==> src/rtl/pc_sequencer_if.sv <==
// Bus between the PC sequencer and its surroundings: control inputs, the
// external adder operands and sum, and the fetch-side outputs.
interface pc_sequencer_if;
  logic               EN;
  logic               BR_TAKEN;
  logic signed [15:0] BR_OFFSET;
  logic               JMP;
  logic        [15:0] JMP_TARGET;
  logic               HALT_REQ;
  logic               RESUME;
  logic        [15:0] ADD_A;
  logic        [15:0] ADD_B;
  logic        [15:0] ADD_R;
  logic        [15:0] PC;
  logic        [15:0] LINK;
  logic               FETCH_VALID;
  logic               HALTED;
  logic               MISALIGN;

  modport master (
    output EN, BR_TAKEN, BR_OFFSET, JMP, JMP_TARGET, HALT_REQ, RESUME, ADD_R,
    input  ADD_A, ADD_B, PC, LINK, FETCH_VALID, HALTED, MISALIGN
  );

  modport slave (
    input  EN, BR_TAKEN, BR_OFFSET, JMP, JMP_TARGET, HALT_REQ, RESUME, ADD_R,
    output ADD_A, ADD_B, PC, LINK, FETCH_VALID, HALTED, MISALIGN
  );
endinterface

==> src/rtl/pc_sequencer.sv <==
// Program-counter sequencer: drives the shared 16-bit adder with PC and an
// increment or branch offset, and selects the next PC among halt/jump/branch/advance.
module pc_sequencer #(
  parameter logic [15:0] RESET_VECTOR = 16'h0000,
  parameter logic [15:0] INC          = 16'd2
) (
  input logic           CLK,
  input logic           RST_N,
  pc_sequencer_if.slave bus
);

  typedef enum logic [1:0] {S_BOOT, S_RUN, S_HALT} state_t;

  state_t      state_p0, state_nxt;
  logic [15:0] pc_p0, pc_nxt;
  logic [15:0] link_p0, link_nxt;
  logic        misalign_p0, misalign_nxt;
  logic        fetch_valid_p0, halted_p0;

  function automatic logic [15:0] force_even(input logic [15:0] addr);
    return {addr[15:1], 1'b0};
  endfunction

  // Operand mux feeds the external adder in every state.
  assign bus.ADD_A = pc_p0;
  assign bus.ADD_B = bus.BR_TAKEN ? bus.BR_OFFSET : INC;

  always_comb begin
    state_nxt    = state_p0;
    pc_nxt       = pc_p0;
    link_nxt     = link_p0;
    misalign_nxt = misalign_p0;
    case (state_p0)
      S_BOOT: state_nxt = S_RUN;
      S_RUN: begin
        if (bus.HALT_REQ) begin
          state_nxt = S_HALT;
        end else if (bus.JMP) begin
          pc_nxt = force_even(bus.JMP_TARGET);
          // With a concurrent branch the adder carries the offset, so the link is formed locally.
          link_nxt = bus.BR_TAKEN ? pc_p0 + INC : bus.ADD_R;
          if (bus.JMP_TARGET[0]) misalign_nxt = 1'b1;
        end else if (bus.BR_TAKEN) begin
          pc_nxt = force_even(bus.ADD_R);
          if (bus.ADD_R[0]) misalign_nxt = 1'b1;
        end else if (bus.EN) begin
          pc_nxt = bus.ADD_R;
        end
      end
      S_HALT: if (bus.RESUME) state_nxt = S_RUN;
      default: state_nxt = S_BOOT;
    endcase
  end

  // Register stage: architectural state and registered status outputs.
  always_ff @(posedge CLK or negedge RST_N) begin
    if (!RST_N) begin
      state_p0       <= S_BOOT;
      pc_p0          <= RESET_VECTOR;
      link_p0        <= 16'h0000;
      misalign_p0    <= 1'b0;
      fetch_valid_p0 <= 1'b0;
      halted_p0      <= 1'b0;
    end else begin
      state_p0       <= state_nxt;
      pc_p0          <= pc_nxt;
      link_p0        <= link_nxt;
      misalign_p0    <= misalign_nxt;
      fetch_valid_p0 <= (state_nxt == S_RUN);
      halted_p0      <= (state_nxt == S_HALT);
    end
  end

  assign bus.PC          = pc_p0;
  assign bus.LINK        = link_p0;
  assign bus.MISALIGN    = misalign_p0;
  assign bus.FETCH_VALID = fetch_valid_p0;
  assign bus.HALTED      = halted_p0;

endmodule

==> src/flat_wrapper.sv <==
// flat-port wrapper written by rule: the top's interface ports become plain ports
module pc_sequencer_flat 
#(
  parameter logic [15:0] RESET_VECTOR = 16'h0000,
  parameter logic [15:0] INC          = 16'd2
)
  (CLK, RST_N, bus_EN, bus_BR_TAKEN, bus_BR_OFFSET, bus_JMP, bus_JMP_TARGET, bus_HALT_REQ, bus_RESUME, bus_ADD_R, bus_ADD_A, bus_ADD_B, bus_PC, bus_LINK, bus_FETCH_VALID, bus_HALTED, bus_MISALIGN);
  pc_sequencer_if bus_i ();
  input logic CLK;
  input logic RST_N;
  input wire logic [$bits(bus_i.EN)-1:0] bus_EN;
  input wire logic [$bits(bus_i.BR_TAKEN)-1:0] bus_BR_TAKEN;
  input wire logic [$bits(bus_i.BR_OFFSET)-1:0] bus_BR_OFFSET;
  input wire logic [$bits(bus_i.JMP)-1:0] bus_JMP;
  input wire logic [$bits(bus_i.JMP_TARGET)-1:0] bus_JMP_TARGET;
  input wire logic [$bits(bus_i.HALT_REQ)-1:0] bus_HALT_REQ;
  input wire logic [$bits(bus_i.RESUME)-1:0] bus_RESUME;
  input wire logic [$bits(bus_i.ADD_R)-1:0] bus_ADD_R;
  output wire logic [$bits(bus_i.ADD_A)-1:0] bus_ADD_A;
  output wire logic [$bits(bus_i.ADD_B)-1:0] bus_ADD_B;
  output wire logic [$bits(bus_i.PC)-1:0] bus_PC;
  output wire logic [$bits(bus_i.LINK)-1:0] bus_LINK;
  output wire logic [$bits(bus_i.FETCH_VALID)-1:0] bus_FETCH_VALID;
  output wire logic [$bits(bus_i.HALTED)-1:0] bus_HALTED;
  output wire logic [$bits(bus_i.MISALIGN)-1:0] bus_MISALIGN;
  assign bus_i.EN = bus_EN;
  assign bus_i.BR_TAKEN = bus_BR_TAKEN;
  assign bus_i.BR_OFFSET = bus_BR_OFFSET;
  assign bus_i.JMP = bus_JMP;
  assign bus_i.JMP_TARGET = bus_JMP_TARGET;
  assign bus_i.HALT_REQ = bus_HALT_REQ;
  assign bus_i.RESUME = bus_RESUME;
  assign bus_i.ADD_R = bus_ADD_R;
  assign bus_ADD_A = bus_i.ADD_A;
  assign bus_ADD_B = bus_i.ADD_B;
  assign bus_PC = bus_i.PC;
  assign bus_LINK = bus_i.LINK;
  assign bus_FETCH_VALID = bus_i.FETCH_VALID;
  assign bus_HALTED = bus_i.HALTED;
  assign bus_MISALIGN = bus_i.MISALIGN;
  pc_sequencer #(.RESET_VECTOR(RESET_VECTOR), .INC(INC)) u_core (.CLK(CLK), .RST_N(RST_N), .bus(bus_i));
endmodule
==> config.mk <==
export PLATFORM = sky130hd
export DESIGN_NAME = pc_sequencer_flat
export DESIGN_NICKNAME = d
export VERILOG_FILES = /design/src/rtl/pc_sequencer_if.sv /design/src/rtl/pc_sequencer.sv /design/src/flat_wrapper.sv
export SDC_FILE = /design/constraint.sdc
export NUM_CORES = 1
export LEC_CHECK = 0
export ABC_AREA = 0
export BUFFER_PORTS_ARGS = -buffer_cell sky130_fd_sc_hd__buf_4
export CELL_PAD_IN_SITES_DETAIL_PLACEMENT = 0
export CELL_PAD_IN_SITES_GLOBAL_PLACEMENT = 1
export CORE_MARGIN = 4
export CORE_UTILIZATION = 32
export DETAILED_ROUTE_END_ITERATION = 16
export MAX_ROUTING_LAYER = met4
export PLACE_DENSITY = 0.78
export SETUP_SLACK_MARGIN = 0.5
export SLEW_MARGIN = 20
export SYNTH_ARGS = -nofsm -noshare
export SYNTH_HDL_FRONTEND = slang
export SYNTH_SLANG_ARGS = --single-unit
==> constraint.sdc <==
create_clock -name CLK -period 2 [get_ports CLK]
set_clock_uncertainty 0.1 [all_clocks]
set_input_delay 0.1 -clock CLK [delete_from_list [all_inputs] [get_ports CLK]]
set_output_delay 0.1 -clock CLK [all_outputs]
set_load 0.01 [all_outputs]
==> flow_summary.json <==
{
  "clock_path_buffers": 2,
  "hp-class": "input port to flip-flop",
  "drive_gt1_frac": 0.492,
  "dp_hpwl_um": 4890,
  "slew_headroom": 0.677,
  "cts_root_buf": "clkbuf_8",
  "dp_cells": 416,
  "path_common_cell": "nand3_2",
  "die_x_um": 91.1,
  "place_congestion": 0.744,
  "fillers": 631,
  "drt_iter0_drc": 63,
  "critical_path.max_fanout": 7,
  "clock_sinks": 37,
  "grt_pass1_wl_um": 11600,
  "fp-row-count": 30,
  "clock_latency_ns": 0.28,
  "grt_use_total": 0.177,
  "clk_pin_slew_worst_paths_ns": 0.08,
  "fmaxAchievable_ghz": 0.612,
  "synth.distinct_cells": 34,
  "post-route-period-util": 0.817,
  "antenna_found_initial": 0,
  "overflow": 0,
  "postSynthCellCount": 241,
  "die-area_um2": 8300,
  "start_util": 0.327,
  "critPathMaxStageDelay_ns": 0.45,
  "ir_worst_vdd_mv": 0.767,
  "hold_ws_ns": 0.00430,
  "htree_levels": 2,
  "wl_per_cell_um": 16.0,
  "status": "complete, no violations",
  "drc": 0,
  "endpoint_kind": "flip-flop",
  "ys_warn_count": 0,
  "startpoint_type": "flip-flop",
  "synth_nets": 297,
  "setup_tns_ns": 0,
  "seq_area_frac_synth": 0.419,
  "cts_buffers": 5,
  "crit_chain": "nor4bb_4 -> buf_6 -> buf_12 -> nand3_2 -> mux2_4 -> nand3_2",
  "maxCapViolCount": 0,
  "r2r_cells": 6,
  "drt-pass1-iter-count": 4,
  "final_cells": 448,
  "io_pins": 122,
  "wirelength_um": 7150,
  "cts_tree": "built",
  "critical_path_class": "flip-flop to flip-flop",
  "cp.arrival_ns": 1.76,
  "fin_util": 0.529,
  "core_region_area_um2": 6760,
  "area_delta_synth_final_pct": 61.7,
  "final_common_cell": "buf_4",
  "rsz0062_at_grt": "true",
  "tightestPinTransition_ns": 0.484,
  "port_buffers": 121,
  "antenna_left": 0,
  "hold_violations": 0,
  "layout.nets": 423,
  "setup_violations": 0,
  "grt_max_degree": 49,
  "antenna_cells": 0,
  "viasPerCell": 4.94,
  "mostFrequentLayoutCells": "buf_4 (138), dfrtp_1 (27), nor2_1 (22)",
  "vias": 2215,
  "worstHoldPathCells": 3,
  "slowest_stage": "dfrtp_2",
  "ys_ff_latch": 37,
  "grt_pass1_vias": 2250,
  "syn_area_um2": 2210,
  "slew_violations": 0,
  "cellPowerDensity_nw_per_um2": 1340,
  "p_leak_nw": 1.70,
  "die_h_um": 91.1,
  "post-route-min-period_ns": 1.63,
  "worstPathRequired_ns": 2.13,
  "avgSynthCellArea_um2": 9.17
}
Yosys cell counts:
library cell / instances / area share
nand4_2: 1 / 0.0057
xnor2_1: 6 / 0.024
nand3b_1: 10 / 0.034
nand2_1: 18 / 0.031
nor4bb_1: 1 / 0.0045
mux2i_1: 18 / 0.081
buf_4: 17 / 0.058
nor4_1: 3 / 0.0085
nor3_1: 1 / 0.0023
buf_2: 6 / 0.014
a31oi_1: 3 / 0.0085
ha_1: 1 / 0.0057
xor2_1: 1 / 0.0040
nor3b_1: 2 / 0.0068
o21ai_0: 10 / 0.023
o211ai_1: 4 / 0.014
o31a_1: 1 / 0.0040
dfrtp_1: 37 / 0.42
nand3_2: 1 / 0.0045
o31ai_1: 3 / 0.010
a21oi_1: 20 / 0.045
a21o_1: 6 / 0.020
mux2_2: 4 / 0.020
clkbuf_1: 6 / 0.010
clkbuf_2: 1 / 0.0023
a21boi_0: 2 / 0.0068
and2_1: 15 / 0.042
nor2_1: 22 / 0.037
inv_1: 3 / 0.0051
buf_6: 1 / 0.0051
or4_1: 3 / 0.010
nand4_1: 2 / 0.0057
nand3_1: 10 / 0.023
nand2b_1: 2 / 0.0057
path summary, 6_finish.rpt:
path,from,end,slack [ns]
max,u_core.state_p0[1],u_core.bus.LINK[14],0.37
min,bus_ADD_R[6],u_core.bus.LINK[6],0.004
max reg2reg,u_core.state_p0[1],u_core.bus.LINK[14],0.37
min reg2reg,u_core.bus.MISALIGN,u_core.bus.MISALIGN,0.38
max in group asynchronous,RST_N,u_core.bus.ADD_A[1],1.21
min in group asynchronous,RST_N,u_core.bus.LINK[9],0.22
cell type report:
type                       count  area, um^2  share of cell area
timing repair buffer         150        1200               0.337
clock inverter                 1        30.0             0.00840
sequential                    37         938               0.263
multi-input combinational    170        1200               0.337
tap                           80         100              0.0280
inverter                       3        11.3             0.00315
clock buffer                   7        86.3              0.0242
metal layers:
metal	wire length, um	vias up	global-route usage
met5	0	-	-
met4	0	0	0.0239
met3	409	0	0.0439
met2	3630	71	0.299
met1	3110	1063	0.221
li1	-	1081	-
where the power goes:
| part | leakage, nW | total [mW] | switching [mW] | internal [mW] |
|---|---|---|---|---|
| registers | 0.420 | 1.54 | 0.420 | 1.12 |
| logic | 1.22 | 2.59 | 1.20 | 1.40 |
| clock network | 0.0585 | 0.671 | 0.264 | 0.407 |
stage by stage:
stage / cell area (um^2) / worst slack (ns) / power [mW]
after floorplan: 2250 / 0.460 / 2.80
after global placement: 3120 / 0.324 / 3.73
after detailed placement: 3120 / 0.298 / 3.77
after CTS: 3570 / 0.383 / 4.83
after global routing: 3570 / 0.291 / 5.17
final: 3570 / 0.367 / 4.80
state kept, by name, indices dropped and copies added (netlist names):
name                    cells
u_core.state_p0             2
u_core.bus.LINK            16
u_core.bus.HALTED           1
u_core.bus.MISALIGN         1
u_core.bus.ADD_A           16
u_core.bus.FETCH_VALID      1
worst max-delay path: cells and delay by family, from the launching register on:
family,cells,cell delay (ns)
and+or+nand+nor,3,0.43
DFF,1,0.45
muxes,1,0.30
buffers and inverters,2,0.29
what timing repair did:
| action | CTS | global route |
|---|---|---|
| buffers inserted | 15 | 1 |
| gates resized for setup | 22 | 0 |
| gates cloned | 2 | 0 |
| pin swaps | 8 | 2 |
| endpoints found under the setup margin | 29 | 31 |
| hold endpoints to repair | 42 | 0 |
| hold buffers | 6 | 0 |
cells by family after synthesis:
group	synth area share
DFF	0.419
buffers and inverters	0.0939
muxes	0.102
and+or+nand+nor	0.221
xor gates and xnor gates	0.0277
AOI/OAI and AO/OA	0.131
adders and majority gates	0.00566
(Power assumes the default switching activity.)
